$ cat config.mk
export PLATFORM = sky130hd
export DESIGN_NAME = u_dec_stage
export DESIGN_NICKNAME = d
export VERILOG_FILES = /design/src/rtl/u_dec_stage.sv
export SDC_FILE = /design/constraint.sdc
export NUM_CORES = 1
export LEC_CHECK = 0
export CORE_MARGIN = 8
export CORE_UTILIZATION = 42
export CTS_CLUSTER_SIZE = 24
export DETAILED_ROUTE_END_ITERATION = 16
export PLACE_DENSITY_LB_ADDON = 0.25
export SLEW_MARGIN = 0
export SYNTH_ARGS = -nofsm -noshare
export SYNTH_HDL_FRONTEND = slang
export SYNTH_SLANG_ARGS = --single-unit
$ cat constraint.sdc
create_clock -name clk -period 3.1 [get_ports clk]
set_input_delay 0.775 -clock clk [delete_from_list [all_inputs] [get_ports clk]]
set_output_delay 0.775 -clock clk [all_outputs]
set_load 0.05 [all_outputs]
$ cat src/rtl/u_dec_stage.sv
// u_dec_stage: registered RV32I integer decode stage.
// Decodes OP, OP-IMM, LUI and AUIPC into an ALU op code and two operands.
// The results are held in a single valid/ready slot. A saturating counter
// records how many illegal instructions the stage has accepted.
module u_dec_stage #(
  parameter int CNT_W = 8
) (
  input  logic             clk,
  input  logic             rst_n,
  input  logic             flush,
  input  logic             if_valid,
  output logic             if_ready,
  input  logic [31:0]      if_instr,
  input  logic [31:0]      if_pc,
  output logic [4:0]       rs1_addr,
  output logic [4:0]       rs2_addr,
  input  logic [31:0]      rs1_data,
  input  logic [31:0]      rs2_data,
  output logic             ex_valid,
  input  logic             ex_ready,
  output logic [3:0]       alu_op,
  output logic [31:0]      alu_i1,
  output logic [31:0]      alu_i2,
  output logic [4:0]       rd_addr,
  output logic             rd_we,
  output logic             illegal,
  output logic [CNT_W-1:0] illegal_cnt
);

  localparam logic [6:0] OPC_OP    = 7'b0110011;
  localparam logic [6:0] OPC_OPIMM = 7'b0010011;
  localparam logic [6:0] OPC_LUI   = 7'b0110111;
  localparam logic [6:0] OPC_AUIPC = 7'b0010111;
  localparam logic [CNT_W-1:0] CNT_MAX = {CNT_W{1'b1}};
  localparam logic [CNT_W-1:0] CNT_ONE = {{(CNT_W-1){1'b0}}, 1'b1};

  logic [6:0]  opcode_s;
  logic [2:0]  f3_s;
  logic [6:0]  f7_s;
  logic [31:0] imm_i_s;
  logic [31:0] imm_u_s;
  logic [4:0]  rd_s;

  logic [3:0]  op_s;
  logic [31:0] i1_s;
  logic [31:0] i2_s;
  logic        legal_s;
  logic        we_s;
  logic        accept_s;

  logic             ex_valid_q, ex_valid_d;
  logic [3:0]       alu_op_q;
  logic [31:0]      alu_i1_q;
  logic [31:0]      alu_i2_q;
  logic [4:0]       rd_addr_q;
  logic             rd_we_q;
  logic             illegal_q;
  logic [CNT_W-1:0] cnt_q, cnt_d;

  assign opcode_s = if_instr[6:0];
  assign f3_s     = if_instr[14:12];
  assign f7_s     = if_instr[31:25];
  assign rd_s     = if_instr[11:7];
  assign imm_i_s  = {{20{if_instr[31]}}, if_instr[31:20]};
  assign imm_u_s  = {if_instr[31:12], 12'h000};

  assign rs1_addr = if_instr[19:15];
  assign rs2_addr = if_instr[24:20];

  // Only the held slot gates acceptance, so if_valid never feeds back into if_ready.
  assign if_ready = !ex_valid_q || ex_ready;
  assign accept_s = if_valid && if_ready && !flush;
  assign we_s     = legal_s && (rd_s != 5'd0);

  // Decode the offered instruction; anything not recognised keeps zeroed operands.
  always_comb begin
    op_s    = 4'b0000;
    i1_s    = 32'h0000_0000;
    i2_s    = 32'h0000_0000;
    legal_s = 1'b0;
    case (opcode_s)
      OPC_OP: begin
        if ((f7_s == 7'b0000000) ||
            ((f7_s == 7'b0100000) && ((f3_s == 3'b000) || (f3_s == 3'b101)))) begin
          legal_s = 1'b1;
          op_s    = {f7_s[5], f3_s};
          i1_s    = rs1_data;
          i2_s    = rs2_data;
        end else begin
          legal_s = 1'b0;
        end
      end
      OPC_OPIMM: begin
        case (f3_s)
          3'b101: begin
            if ((f7_s == 7'b0000000) || (f7_s == 7'b0100000)) begin
              legal_s = 1'b1;
              op_s    = {if_instr[30], 3'b101};
              i1_s    = rs1_data;
              i2_s    = imm_i_s;
            end else begin
              legal_s = 1'b0;
            end
          end
          3'b001: begin
            if (f7_s == 7'b0000000) begin
              legal_s = 1'b1;
              op_s    = 4'b0001;
              i1_s    = rs1_data;
              i2_s    = imm_i_s;
            end else begin
              legal_s = 1'b0;
            end
          end
          default: begin
            // Bit 30 is part of the immediate here: there is no SUBI.
            legal_s = 1'b1;
            op_s    = {1'b0, f3_s};
            i1_s    = rs1_data;
            i2_s    = imm_i_s;
          end
        endcase
      end
      OPC_LUI: begin
        legal_s = 1'b1;
        op_s    = 4'b0000;
        i1_s    = 32'h0000_0000;
        i2_s    = imm_u_s;
      end
      OPC_AUIPC: begin
        legal_s = 1'b1;
        op_s    = 4'b0000;
        i1_s    = if_pc;
        i2_s    = imm_u_s;
      end
      default: begin
        legal_s = 1'b0;
      end
    endcase
  end

  // Slot occupancy and illegal counter next state; flush outranks accept and drain.
  always_comb begin
    ex_valid_d = ex_valid_q;
    cnt_d      = cnt_q;
    if (flush) begin
      ex_valid_d = 1'b0;
    end else if (accept_s) begin
      ex_valid_d = 1'b1;
    end else if (ex_ready) begin
      ex_valid_d = 1'b0;
    end else begin
      ex_valid_d = ex_valid_q;
    end
    if (accept_s && !legal_s && (cnt_q != CNT_MAX)) begin
      cnt_d = cnt_q + CNT_ONE;
    end else begin
      cnt_d = cnt_q;
    end
  end

  // Slot state registers; decoded fields load only on accept and hold otherwise.
  always_ff @(posedge clk or negedge rst_n) begin
    if (!rst_n) begin
      ex_valid_q <= 1'b0;
      cnt_q      <= {CNT_W{1'b0}};
      alu_op_q   <= 4'b0000;
      alu_i1_q   <= 32'h0000_0000;
      alu_i2_q   <= 32'h0000_0000;
      rd_addr_q  <= 5'd0;
      rd_we_q    <= 1'b0;
      illegal_q  <= 1'b0;
    end else begin
      ex_valid_q <= ex_valid_d;
      cnt_q      <= cnt_d;
      if (accept_s) begin
        alu_op_q  <= op_s;
        alu_i1_q  <= i1_s;
        alu_i2_q  <= i2_s;
        rd_addr_q <= rd_s;
        rd_we_q   <= we_s;
        illegal_q <= !legal_s;
      end
    end
  end

  assign ex_valid    = ex_valid_q;
  assign alu_op      = alu_op_q;
  assign alu_i1      = alu_i1_q;
  assign alu_i2      = alu_i2_q;
  assign rd_addr     = rd_addr_q;
  assign rd_we       = rd_we_q;
  assign illegal     = illegal_q;
  assign illegal_cnt = cnt_q;

endmodule

==> summary.txt, run 1 <==
Placed design
  • Pre-CTS setup slack: 0.142 ns
  • I/O Buffers: 227
  • RePlAce Congestion: 0.849
  • Post-DP HPWL: ~11000 microns

Power and ir drop
  • Pwr per Cell Area: 423 mW/mm^2
  • Leakage: 3.12 nW
  • Max VDD drop: approximately 290 uV
  • Overall power: about 0.0028 W

Worst setup path
  • Crit path arrival time: 2.88 ns
  • R2r startpoint: illegal_cnt[0]
  • Worst setup EP type: register
  • Crit path required time: ~3.3 ns
  • CP Max Fanout: 10
  • CP startpoint kind: input pin
  • Critical path class: input pin to register
  • Critical Path Source: if_instr[12]

Clock network
  • H-tree depth: 3
  • Clock slew at reported path FFs: 0.09 ns
  • Sink Count: 84
  • Post-CTS Setup Repair Bufs: 0
  • Num CTS Buffers: 9
  • CTS resizes: 0
  • Clock Path Buffers: 2
  • CTS tree: yes
  • Worst-Skew Late Latency: about 0.36 ns
  • Hold buffers post-CTS: 0
  • Clk root buf: clkbuf_8

Cells and area
  • Fin nets: about 730
  • P&R area growth vs syn: 64.1%
  • Most common cell after layout, fill and taps aside: clkdlybuf4s50_1
  • Ant. Diodes: 0
  • Share of cells above drive strength 1: 0.0947
  • Most frequent cells in the layout: 215 x clkdlybuf4s50_1, 84 x dfrtp_1, 51 x nand2_1, 32 x a22o_1, 32 x a21o_1

Yosys
  • Dominant synthesized flop cell: dfrtp_1
  • YS warnings: 0
  • Simple-gate share of the synthesized area: 0.143
  • Cells after synthesis: approximately 380
  • Synth Area in Adders: 0.00309
  • Complex-gate fraction of the synthesized area: 0.254
  • Seq cells post-synth: 84
  • Multiplexer area fraction after synthesis: 0.0108
  • Average cell area after synthesis: around 11 sq um
  • Largest family of logic cells by synthesized area: compound AO/OA/AOI/OAI gates
  • Yosys cell types: 46
  • Post-synthesis sequential area ratio: 0.519
  • Ys async rst share: 1.00
  • Synth Area in XOR/XNOR: 0.0151
  • Post-Syn Area: 0.00405 sq mm
  • EDFF count, synth: 0
  • Post-Syn Nets: 515

Hold path
  • Hold crit path type: input pin to asynchronous set/reset pin

Global route
  • GRT Overall Usage: 0.217
  • Antenna violations before repair: 0
  • Met3 Resource Use GR: 0.0907
  • Busiest grt layer: met2
  • Largest net degree at the start of global routing: 48
  • GR Util met1: 0.236
  • Congestion Overflow GR: 0
  • First-pass GRT wire length: 22300 microns
  • Vias in the first global route: ~4200
  • Grt met2 use: 0.375

Floorplanning
  • Cell Rows: 36
  • Io pins: 228
  • DIE WIDTH: 114 microns
  • Initial Util: 0.424
  • Core footprint: between 0.009 and 0.01 sq mm
  • Die ar.: 0.0130 sq mm
  • Die height: 114 microns

Routing
  • Via count: about 4000
  • DRT iter0 DRCs: between 200 and 250
  • Post-DR vias/cell: approximately 5.4
  • Post-route DRC: 0
  • 1st-pass router iterations: 5
  • DRT antenna net count: 0
  • Avg WL per Cell: 19.4 microns
  • Routed wire length: about 14000 microns

STA
  • Actual transition at the worst max-transition pin: 0.562 ns
  • Tightest hold margin: 0.366 ns
  • Final hold vios: 0
  • RSZ-0062 raised after global routing: no
  • Setup TNS: 0 ns
  • Final Skew: roughly 0.0067 ns
  • Final setup viols: 0
  • Tmin final: 2.63 ns
  • Fmax: ~380 MHz
  • Period utilization: 0.850
  • Slew Viols, Final: 0
  • Setup ws final: approximately 0.47 ns
  • Max_slew headroom: 0.624

Run status
  • Status: finished clean

Flow run
  • Max-Cap Viols: 0
logic make-up after synthesis:
logic type,count (synthesis)
AO/OA/AOI/OAI,129
XOR/XNOR,7
adder cells (fa/ha/maj),1
buffers and inverters,40
flip-flops,84
multiplexers,4
AND/OR/NAND/NOR,116
critical path, cell delays in order:
cell,delay (ns)
clkdlybuf4s50_1,0.56
nor2b_1,0.29
o21ai_2,0.13
o211ai_4,0.35
nor4b_1,0.38
mux2_2,0.39
layer usage:
metal | share of wire | vias to the layer above | wire (microns)
met5 | 0 | - | 0
met4 | 0.016 | 0 | 227
met3 | 0.11 | 18 | 1630
met2 | 0.50 | 179 | 7130
met1 | 0.37 | 1916 | 5290
li1 | - | 1820 | -
power breakdown:
part	internal, W	switching [W]	leakage [nW]
clock network	0.000521	0.000401	0.116
registers	0.00115	0.0000530	1.15
logic	0.000306	0.000387	1.85
total	0.00197	0.000841	3.12
registers in the layout, indices dropped and copies added, names as in the netlist:
signal / count
alu_i1: 32
alu_i2: 32
illegal_cnt: 8
rd_addr: 5
alu_op: 4
ex_valid: 1
illegal: 1
rd_we: 1
final timing paths:
check                                 end  depth (start not counted)  slack, ns
setup reg to reg           illegal_cnt[1]                          5       1.27
max in group asynchronous       alu_i1[3]                          2       2.08
hold / removal                 alu_i2[21]                          1       0.37
setup / recovery           illegal_cnt[6]                          6       0.47
min in group clk               rd_addr[2]                          2       0.48
hold reg to reg                rd_addr[2]                          2       0.48
per-stage QoR:
step | cell area [sq um] | instances | util
3_3_place_gp | 6410 | 719 | 0.672
4_1_cts | 6650 | 735 | 0.696
5_1_grt | 6650 | 735 | 0.696
6_report | 6650 | 735 | 0.696
3_5_place_dp | 6410 | 719 | 0.672
2_1_floorplan | 4050 | 381 | -
area by class of cell:
| class | count | area, sq um |
|---|---|---|
| sequential | 84 | 2100 |
| timing repair buffer | 241 | 2380 |
| clock inverter | 3 | 67.6 |
| tap | 133 | 166 |
| clock buffer | 13 | 169 |
| fill | 756 | 2900 |
| multi-input combinational | 257 | 1740 |
| inverter | 4 | 15.0 |
Yosys cell counts (4+ instances only):
library cell	count	area (sq um)
dfrtp_1	84	2100
nand2_1	51	191
a21o_1	32	240
a22o_1	32	280
nor2_1	25	93.8
a21oi_1	20	100
a221o_1	20	200
buf_2	13	65.1
a22oi_1	10	75.1
buf_4	10	75.1
clkbuf_1	9	33.8
o21ai_0	8	40.0
nand3_1	7	35.0
xnor2_1	6	52.6
and3_1	5	31.3
inv_1	4	15.0
nand4_1	4	25.0
Note: power is estimated with default switching activity, not from simulation.
==> run 2, diff against run 1 <==
--- a/config.mk
+++ b/config.mk
@@ -6,7 +6,7 @@
 export NUM_CORES = 1
 export LEC_CHECK = 0
 export CORE_MARGIN = 8
-export CORE_UTILIZATION = 42
+export CORE_UTILIZATION = 39
 export CTS_CLUSTER_SIZE = 24
 export DETAILED_ROUTE_END_ITERATION = 16
 export PLACE_DENSITY_LB_ADDON = 0.25
==> constraint.sdc (replaced) <==
create_clock -name clk -period 2.5 [get_ports clk]
set_input_delay 0.625 -clock clk [delete_from_list [all_inputs] [get_ports clk]]
set_output_delay 0.625 -clock clk [all_outputs]
set_load 0.05 [all_outputs]
==> summary.txt, run 2 (synthesis gave the netlist of run 1 again) <==
Run status
  • Status: finished clean

Floorplanning
  • Die height: between 100 and 150 microns
  • Core footprint: 0.0102 sq mm
  • Initial Util: 0.396
  • Cell Rows: 37
  • Die ar.: between 0.01 and 0.015 sq mm
  • DIE WIDTH: 118 microns
  • Io pins: 228

STA
  • Actual transition at the worst max-transition pin: 0.552 ns
  • Period utilization: 0.921
  • Tmin final: 2.30 ns
  • RSZ-0062 raised after global routing: no
  • Final Skew: between 0.005 and 0.006 ns
  • Slew Viols, Final: 0
  • Final setup viols: 0
  • Tightest hold margin: 0.236 ns
  • Max_slew headroom: 0.631
  • Fmax: approximately 430 MHz
  • Final hold vios: 0

Power and ir drop
  • Combinational share of power: 0.275
  • Sw power: 0.00103 W
  • Int Pwr: 0.00231 W
  • Leakage: between 3 and 4 nW
  • Clock power share: 0.279
  • Net Sw Frac: 0.310
  • Max VDD drop: 426 uV
  • Pwr per Cell Area: 478 mW/mm^2
  • Sequential power share: 0.446

Placed design
  • Post-DP HPWL: 11400 microns
  • I/O Buffers: 227
  • RePlAce Congestion: 0.815

Routing
  • Post-DR vias/cell: 5.28
  • Post-route DRC: 0
  • DRT iter0 DRCs: 347
  • 1st-pass router iterations: 5
  • DRT antenna net count: 0
  • Via count: between 4000 and 5000
  • Routed wire length: 14700 microns
  • Avg WL per Cell: 19.2 microns

Cells and area
  • Core Util, Final: 0.683
  • Most frequent cells in the layout: 215 x clkdlybuf4s50_1, 84 x dfrtp_1, 51 x nand2_1, 35 x buf_4
  • Most common cell after layout, fill and taps aside: clkdlybuf4s50_1
  • Fill cells: 794
  • P&R area growth vs syn: 72.4%
  • Multi-input logic area: 0.00174 sq mm
  • Share of cells above drive strength 1: 0.130
  • Register area: between 0.002 and 0.0025 sq mm
  • Fin nets: 758
  • Ant. Diodes: 0

Clock network
  • H-tree depth: 3
  • Hold buffers post-CTS: 0
  • Clock Path Buffers: 2
  • CTS resizes: 0
  • Sink Count: 84
  • Clk root buf: clkbuf_8
  • CTS tree: yes
  • Num CTS Buffers: 9
  • Worst-Skew Late Latency: roughly 0.35 ns
  • Clock slew at reported path FFs: about 0.08 ns
  • Post-CTS Setup Repair Bufs: 0

Worst setup path
  • Critical path class: input pin to register
  • CP Max Fanout: 32
  • Worst setup EP type: register
  • Crit path arrival time: 2.59 ns
  • CP peak stage delay: 0.47 ns
  • Worst-path cell chain: clkdlybuf4s50_1 > nor4_4 > nand2_2 > o21ai_2 > o211ai_4 > a2111oi_4 > buf_12 > a21o_1
  • Slowest CP cell: clkdlybuf4s50_1
  • CP startpoint kind: input pin
  • Crit path required time: 2.79 ns

Global route
  • GRT Overall Usage: 0.210
  • First-pass GRT wire length: 23500 microns
  • Congestion Overflow GR: 0
  • Vias in the first global route: 4415
  • Antenna violations before repair: 0
  • Largest net degree at the start of global routing: 47

Hold path
  • Hold crit path type: input pin to asynchronous set/reset pin

Flow run
  • Max-Cap Viols: 0
-- run 2: changes by cell type in the layout (fill, tap and decap cells not counted) --
cell       delta
buf_4        +12
nor3b_2       -1
clkinv_2      +3
bufinv_16     -1
clkbuf_8      -3
nor3b_1       +1
clkbuf_1      +1
buf_12       +15
-- run 2: worst paths after layout --
kind,slack [ns],to,cells after the start,startpoint
max in group asynchronous,1.61,alu_i2[23],2,rst_n
worst min-delay path,0.24,alu_i2[2],1,rst_n
min in group clk,0.49,rd_addr[4],2,rd_addr[4]
worst max-delay path,0.20,alu_i1[25],8,if_instr[31]
worst min register to register,0.49,rd_addr[4],2,rd_addr[4]
worst max register to register,0.61,alu_i2[4],8,ex_valid
-- run 2: stage by stage --
stage / TNS [ns] / area [sq um] / power [W] / std cells / setup slack (ns)
CTS: 0 / 6990 / 0.00339 / 765 / 0.181
detailed placement: -5.43 / 6800 / 0.00244 / 749 / -0.159
global placement: -3.70 / 6800 / 0.00243 / 749 / -0.108
finish: 0 / 6990 / 0.00334 / 765 / 0.197
global route: 0 / 6990 / 0.00349 / 765 / 0.0912
floorplan: 0 / 4050 / 0.00193 / 381 / 0.184
-- run 2: area by class of cell --
class,instances,area share
repair buffers,268,0.397
flip-flops and latches,84,0.301
multi-input cells,257,0.249
well taps,136,0.0244
clock buffers,11,0.0188
clock inverters,5,0.00752
inverters,4,0.00215
-- run 2: metal layers --
layer / vias up / track usage / wire [microns] / part of all wire
met5: - / 0 / 0 / 0
met4: 0 / 0.0649 / 218 / 0.015
met3: 16 / 0.0767 / 1320 / 0.090
met2: 204 / 0.358 / 7250 / 0.49
met1: 1945 / 0.241 / 5860 / 0.40
li1: 1873 / - / - / -
-- run 2: critical path, delay by kind of cell --
kind	cells	cell delay, ns
buf+inv	2	0.70
compound gates	4	0.79
simple gates	2	0.46
-- run 2: power groups by stage --
stage | Combinational [W] | Clock, W | Sequential [W]
finish | 0.000919 | 0.000933 | 0.00149
floorplan | 0.000193 | 0 | 0.00173
CTS | 0.000929 | 0.000967 | 0.00149
global route | 0.000971 | 0.00102 | 0.00150
global placement | 0.000916 | 0 | 0.00151
detailed placement | 0.000925 | 0 | 0.00152
